==> config.mk <==
export PLATFORM = sky130hd
export DESIGN_NAME = memory_stage
export DESIGN_NICKNAME = d
export VERILOG_FILES = /design/src/rtl/core_pkg.sv /design/src/rtl/pipe_reg.sv /design/src/rtl/memory_stage.sv
export SDC_FILE = /design/constraint.sdc
export NUM_CORES = 1
export LEC_CHECK = 0
export ABC_AREA = 1
export CAP_MARGIN = 20
export CORE_MARGIN = 2
export CORE_UTILIZATION = 36
export CTS_CLUSTER_SIZE = 30
export DETAILED_ROUTE_END_ITERATION = 8
export PLACE_DENSITY_LB_ADDON = 0.3
export SLEW_MARGIN = 5
export SYNTH_ARGS = -nofsm -noshare
export SYNTH_HDL_FRONTEND = slang
export SYNTH_SLANG_ARGS = --single-unit
==> constraint.sdc <==
create_clock -name clk -period 1.4 [get_ports clk]
set_input_delay 0.21 -clock clk [delete_from_list [all_inputs] [get_ports clk]]
set_output_delay 0.21 -clock clk [all_outputs]
set_load 0.05 [all_outputs]
==> src/rtl/core_pkg.sv <==
// Shared core definitions: datapath widths and the RegStore write-back
// source encoding used by decode, the MEM/WB boundary and write-back.
package core_pkg;

  localparam int DATA_W  = 16;
  localparam int RD_W    = 3;
  localparam int STORE_W = 2;

  // Write-back source select carried on RegStore.
  typedef enum logic [STORE_W-1:0] {
    REG_STORE_ALU = 2'b00,
    REG_STORE_MEM = 2'b01,
    REG_STORE_PC2 = 2'b10,
    REG_STORE_IMM = 2'b11
  } reg_store_e;

endpackage

==> src/rtl/pipe_reg.sv <==
// Parameterised pipeline register with synchronous active-high reset to 0.
// Ports:
//   clk   - rising-edge clock
//   reset - synchronous, active-high clear
//   d     - next value, captured every edge
//   q     - registered value
module pipe_reg #(
  parameter int W = 1
) (
  input  logic         clk,
  input  logic         reset,
  input  logic [W-1:0] d,
  output logic [W-1:0] q
);

  always_ff @(posedge clk) begin
    if (reset) q <= '0;
    else       q <= d;
  end

endmodule

==> src/rtl/memory_stage.sv <==
// MEM-to-WB pipeline boundary of the 16-bit core. Selects the write-back
// data word (store-path operand or load data) and registers it together with
// the WB control, PC+2, ALU result and destination register index.
// Ports:
//   clk, reset              - clock and synchronous active-high reset
//   IRegWrite, IRegStore    - WB control from MEM
//   MemWrite, MemRead       - data-memory strobes (used by the memory macro only)
//   IPCP2, IALUResult       - PC+2 and ALU result of the instruction in MEM
//   thirdArg, loadData      - candidate write-back words
//   DataInSelect            - 1 selects thirdArg, 0 selects loadData
//   rdMem                   - destination register index
//   ORegWrite .. rdWB       - registered copies, one-cycle latency
module memory_stage
  import core_pkg::*;
#(
  parameter int DATA_W  = core_pkg::DATA_W,
  parameter int RD_W    = core_pkg::RD_W,
  parameter int STORE_W = core_pkg::STORE_W
) (
  input  logic               clk,
  input  logic               reset,
  input  logic               IRegWrite,
  input  logic [STORE_W-1:0] IRegStore,
  input  logic               MemWrite,
  input  logic               MemRead,
  input  logic [DATA_W-1:0]  IPCP2,
  input  logic [DATA_W-1:0]  IALUResult,
  input  logic [DATA_W-1:0]  thirdArg,
  input  logic [RD_W-1:0]    rdMem,
  input  logic [DATA_W-1:0]  loadData,
  input  logic               DataInSelect,
  output logic               ORegWrite,
  output logic [STORE_W-1:0] ORegStore,
  output logic [DATA_W-1:0]  OPCP2,
  output logic [DATA_W-1:0]  OALUResult,
  output logic [DATA_W-1:0]  StoreMem,
  output logic [RD_W-1:0]    rdWB
);

  localparam int BUNDLE_W = 1 + STORE_W + 3 * DATA_W + RD_W;

  logic [DATA_W-1:0]   store_sel;
  logic [BUNDLE_W-1:0] bundle_d;
  logic [BUNDLE_W-1:0] bundle_q;

  // The strobes drive the memory macro directly; nothing here depends on them.
  logic unused_strobes;
  assign unused_strobes = MemWrite ^ MemRead;

  assign store_sel = DataInSelect ? thirdArg : loadData;

  assign bundle_d = {IRegWrite, IRegStore, IPCP2, IALUResult, store_sel, rdMem};

  pipe_reg #(.W(BUNDLE_W)) u_wb_reg (
    .clk   (clk),
    .reset (reset),
    .d     (bundle_d),
    .q     (bundle_q)
  );

  assign {ORegWrite, ORegStore, OPCP2, OALUResult, StoreMem, rdWB} = bundle_q;

endmodule

==> results.ini, run 1 <==
[status]
outcome=complete, no violations

[worst_setup_path]
cp_num_buf_inv=1
startpoint_type=flop
path_cells=buf_12
slowest_stage=dfxtp_1
critPathMaxFanout=1
required_ns=1.19
cp.arrival_ns=0.84
crit_family=flip-flops
crit_type=flop to output port
crit_path_end_kind=output port
slowest_delay_ns=0.38

[yosys]
synth_area_leaders=dfxtp_1 (62%), nor2_1 (15%), inv_1 (12%)
ys_seq_elements=54
synth_top_area_cell=dfxtp_1
synth_warnings=0
synth_cells=219
yosysUniqueCellTypes=9
syn_area_um2=1749
syn_nets=294
yosysTopAreaCellShare=0.6180
syn_area_per_cell_um2=7.987
yosysSeqAreaShare=0.6180

[detailed_routing]
drc_errors=0
drtPass1Iterations=5
via_per_inst=4.095
num_vias=1646
ant_nets=0
avgRoutedWirePerCell_um=11.45
drt-initial-drc-count=34
totalWireLength_um=4603

[clock_network]
tritoncts=done
cts_buffers=5
clk_pin_slew_ns=0.09
cts_hold_buf=0
post_cts_resized=0
cts-root-buf=clkbuf_8
cts.sinks=54
htree_levels=2
post_cts_buffers=0
cts_max_path_buffers=2

[global_routing]
grt_pass1_vias=1667
antenna_found_initial=0
track_usage=0.1785
grt-ovfl-total=0
grt_pass1_wl_um=7265
grt_max_degree=34

[die]
dieHeight_um=73.71
rows=25
ios=129
core_um2=4692
fp.dieW_um=73.71
initial_utilization=0.3728
die-area_um2=5432

[worst_hold_path]
hold_depth=3
hold_class=input pin to flop
min_to=u_wb_reg.q[22]
hp-start=IALUResult[3]

[final_layout]
largest_register_ff_count=54
final_util=0.7853
antenna_cells=0
syn2layout_area_growth_pct=110.7
num-fill-cells=285
reg.largest.list=u_wb_reg.q (54)
drive_gt1_frac=0.1925
layout.nets=422
final_area_um2=3685
top_register=u_wb_reg.q

[pwr]
power_frac_seq=0.469
power_switching_mw=1.036
leakage_nw=1.798
pwr-share-comb=0.287
switching_share=0.2859
power.total_mw=3.623
intPower_mw=2.587
max-vdd-ir-drop_mv=0.5652
powerDensity_nw_per_um2=983.2
pwr-share-clk=0.244

[timing]
rsz0062_at_grt=no
tns_ns=0
slew_headroom=0.8112
slew_violations=0
setup_violations=0
hold_viol=0
min_period_ns=1.045
clock.fmax_mhz=956.8
fin_crit_sh=0.7465
tightest_slew_ns=0.2828

[placed_design]
gp_congestion=0.7328
placed_area_um2=3590
io_buffers=126
dp_hpwl_um=3705

[job]
max_cap_violations=0

## cell families (layout without fill, tap and decap cells)
| group | Yosys count | in the layout | synth area share |
|---|---|---|---|
| DFF | 54 | 54 | 0.6180 |
| buffers and inverters | 63 | 192 | 0.1616 |
| and+or+nand+nor | 102 | 102 | 0.2203 |
## through the flow
stage	cells	setup slack, ns	hold slack, ns
after floorplan	219	0.6027	0.3170
after global placement	394	0.1740	0.6562
after detailed placement	394	0.1526	0.6575
after CTS	402	0.3362	0.3930
after global routing	402	0.3207	0.3989
final	402	0.3549	0.4076
## Yosys cell counts (all sizes together)
master / n
dfxtp: 54
buf: 8
inv: 55
nor2: 70
nand2: 32
## per-layer routing
| metal | routed length (um) | vias to the layer above | global-route usage |
|---|---|---|---|
| met4 | 122 | 0 | 0.1010 |
| met2 | 2332 | 80 | 0.3214 |
| met5 | 0 | - | 0 |
| met1 | 1798 | 707 | 0.1888 |
| met3 | 350 | 9 | 0.04115 |
| li1 | - | 850 | - |
## power by group through the flow
stage	clock network, mW	registers [mW]	logic (mW)
2_1_floorplan	0	2.01	0.134
3_3_place_gp	0	1.73	1.03
3_5_place_dp	0	1.74	1.05
4_1_cts	0.928	1.70	1.05
5_1_grt	0.975	1.71	1.10
6_report	0.883	1.70	1.04
## worst min-delay path, stage by stage
cell and delay [ns]:
clkdlybuf4s50_1 0.39, inv_1 0.05, nor2_1 0.03
## cell usage in the layout (no fill, tap or decap), drive strengths merged
cell,n
buf,57
clkbuf,6
clkdlybuf4s50,72
clkinv,1
clkinvlp,1
dfxtp,54
inv,55
nand2,32
nor2,70
## worst max path at each step
| stage | start | endpoint | cells after the start | slack (ns) |
|---|---|---|---|---|
| after floorplan | u_wb_reg.q[19] | OALUResult[0] | 0 | 0.60 |
| after global placement | reset | u_wb_reg.q[10] | 4 | 0.17 |
| after detailed placement | reset | u_wb_reg.q[6] | 4 | 0.15 |
| after CTS | u_wb_reg.q[9] | StoreMem[6] | 1 | 0.34 |
| after global routing | u_wb_reg.q[44] | OPCP2[9] | 1 | 0.32 |
| final | u_wb_reg.q[9] | StoreMem[6] | 1 | 0.35 |
## cell type report
type / count / area [um2] / share of cell area
timing repair buffer: 129 / 1849 / 0.5019
sequential: 54 / 1081 / 0.2934
multi-input combinational: 102 / 385.4 / 0.1046
inverter: 55 / 206.4 / 0.05603
clock buffer: 6 / 82.58 / 0.02241
tap: 54 / 67.56 / 0.01834
clock inverter: 2 / 12.51 / 0.003396
Power figures use the tool's default switching activity.
==> inputs of run 2 (changes only) <==
Settings changed: CORE_UTILIZATION 36 to 34.
Clock period 1.4 ns to 1.1 ns, I/O delays scaled along.
==> run 2 against run 1 <==
  * Clock-buffer cell count increased by 1
  * Sequential share of layout area fell by 0.25 points
  * Die area rose by 5.6%
  * Highest routed layer unchanged
==> results.ini, run 2 (synthesis results as in run 1) <==
[status]
outcome=complete, no violations

[final_layout]
largest_register_ff_count=54  ; unchanged
drive_gt1_frac=0.1868  ; -0.005747
reg.largest.list=u_wb_reg.q (54)
syn2layout_area_growth_pct=112.4
antenna_cells=0  ; unchanged
final_cell_mix=clkdlybuf4s50_1 (72), nor2_1 (69), buf_12 (56), inv_1 (54), dfxtp_1 (54)
layout_commonest_cell=clkdlybuf4s50_1
final_area_um2=3716  ; +0.85%
layout.nets=422  ; unchanged
top_register=u_wb_reg.q

[clock_network]
post_cts_resized=0  ; unchanged
cts_hold_buf=0  ; unchanged
cts.sinks=54  ; unchanged
clk_pin_slew_ns=0.09  ; about the same
cts_max_path_buffers=2  ; unchanged
post_cts_buffers=0  ; unchanged
htree_levels=2  ; unchanged
cts-root-buf=clkbuf_8
tritoncts=done
cts_buffers=5  ; unchanged

[pwr]
power.total_mw=4.762  ; +31%
powerDensity_nw_per_um2=1281  ; +30%
leakage_nw=1.804  ; +0.29%
max-vdd-ir-drop_mv=0.7149  ; +26%

[global_routing]
track_usage=0.1591  ; -0.01939
grt_pass1_wl_um=6630  ; -8.7%
grt_max_degree=39  ; +15%
antenna_found_initial=0  ; unchanged
grt-ovfl-total=0  ; unchanged
grt_pass1_vias=1522  ; -8.7%

[die]
initial_utilization=0.3469  ; -0.02590
ios=129  ; unchanged
dieHeight_um=75.73  ; +2.7%
fp.dieW_um=75.73  ; +2.7%
die-area_um2=5734  ; +5.6%
rows=26  ; +4.0%
core_um2=5042  ; +7.5%

[worst_setup_path]
cp_num_buf_inv=1  ; unchanged
slowest_stage=dfxtp_1
crit_type=flop to output port
slowest_delay_ns=0.38  ; about the same
cp.arrival_ns=0.83  ; about the same
crit_family=flip-flops
startpoint_type=flop
path_cells=buf_12
crit_path_end_kind=output port
required_ns=0.94  ; -0.25 ns
critPathMaxFanout=1  ; unchanged

[detailed_routing]
drtPass1Iterations=4  ; -1
avgRoutedWirePerCell_um=10.45  ; -8.7%
drt-initial-drc-count=22  ; -35%
ant_nets=0  ; unchanged
via_per_inst=3.921  ; -4.2%
num_vias=1639  ; -0.43%
totalWireLength_um=4368  ; -5.1%
drc_errors=0  ; unchanged

[timing]
hold_viol=0  ; unchanged
setup_violations=0  ; unchanged
slew_violations=0  ; unchanged
whs_ns=0.3678  ; -0.03986 ns
fin_crit_sh=0.9071
min_period_ns=0.9978
rsz0062_at_grt=no
worst_slack_ns=0.1022  ; -0.2527 ns
clock.fmax_mhz=1002
slew_headroom=0.8282  ; +0.01703
tightest_slew_ns=0.2573  ; -0.02551 ns

[placed_design]
placed_area_um2=3610  ; +0.56%
io_buffers=126  ; unchanged
dp_hpwl_um=3631  ; -2.0%
gp_congestion=0.7262  ; -0.90%
preCtsSetupSlack_ns=-0.06180  ; -0.2144 ns

[job]
max_cap_violations=0  ; unchanged

[worst_hold_path]
hold_class=input pin to flop

[run 2: cell count changes in the layout (fill, tap and decap cells not counted)]
cell,previous run,this run
clkbuf_8,6,5
clkinvlp_4,1,0
bufinv_16,0,1
clkbuf_1,0,2
clkinv_2,1,0
[run 2: layout make-up]
class,count,area [um2]
clock buffer,7,76.32
multi-input combinational,102,385.4
fill,373,1326
inverter,55,206.4
clock inverter,1,30.03
tap,70,87.58
sequential,54,1081
timing repair buffer,129,1849
[run 2: per-layer routing]
metal	GRT usage	vias up	wire (um)
li1	-	852	-
met1	0.1410	696	1454
met2	0.2976	80	2335
met3	0.06085	11	433
met4	0.1014	0	145
met5	0	-	0
[run 2: through the flow]
step                      std cells    util  setup TNS, ns
after floorplan                 219       -              0
after global placement          410  0.7159        -0.8985
after detailed placement        410  0.7159         -1.640
after CTS                       418  0.7370              0
after global routing            418  0.7370              0
final                           418  0.7370              0
[run 2: worst paths after layout]
check,slack [ns],cells past startpoint,endpoint,startpoint
setup / recovery,0.10,1,OPCP2[4],u_wb_reg.q[39]
hold / removal,0.37,3,u_wb_reg.q[22],IALUResult[3]
[run 2: report_power, final]
group | total (mW) | switching, mW | internal (mW) | leakage [nW]
registers | 2.16 | 0.0919 | 2.07 | 0.450
clock network | 1.28 | 0.597 | 0.681 | 0.0524
logic | 1.32 | 0.606 | 0.715 | 1.30
total | 4.76 | 1.29 | 3.47 | 1.80
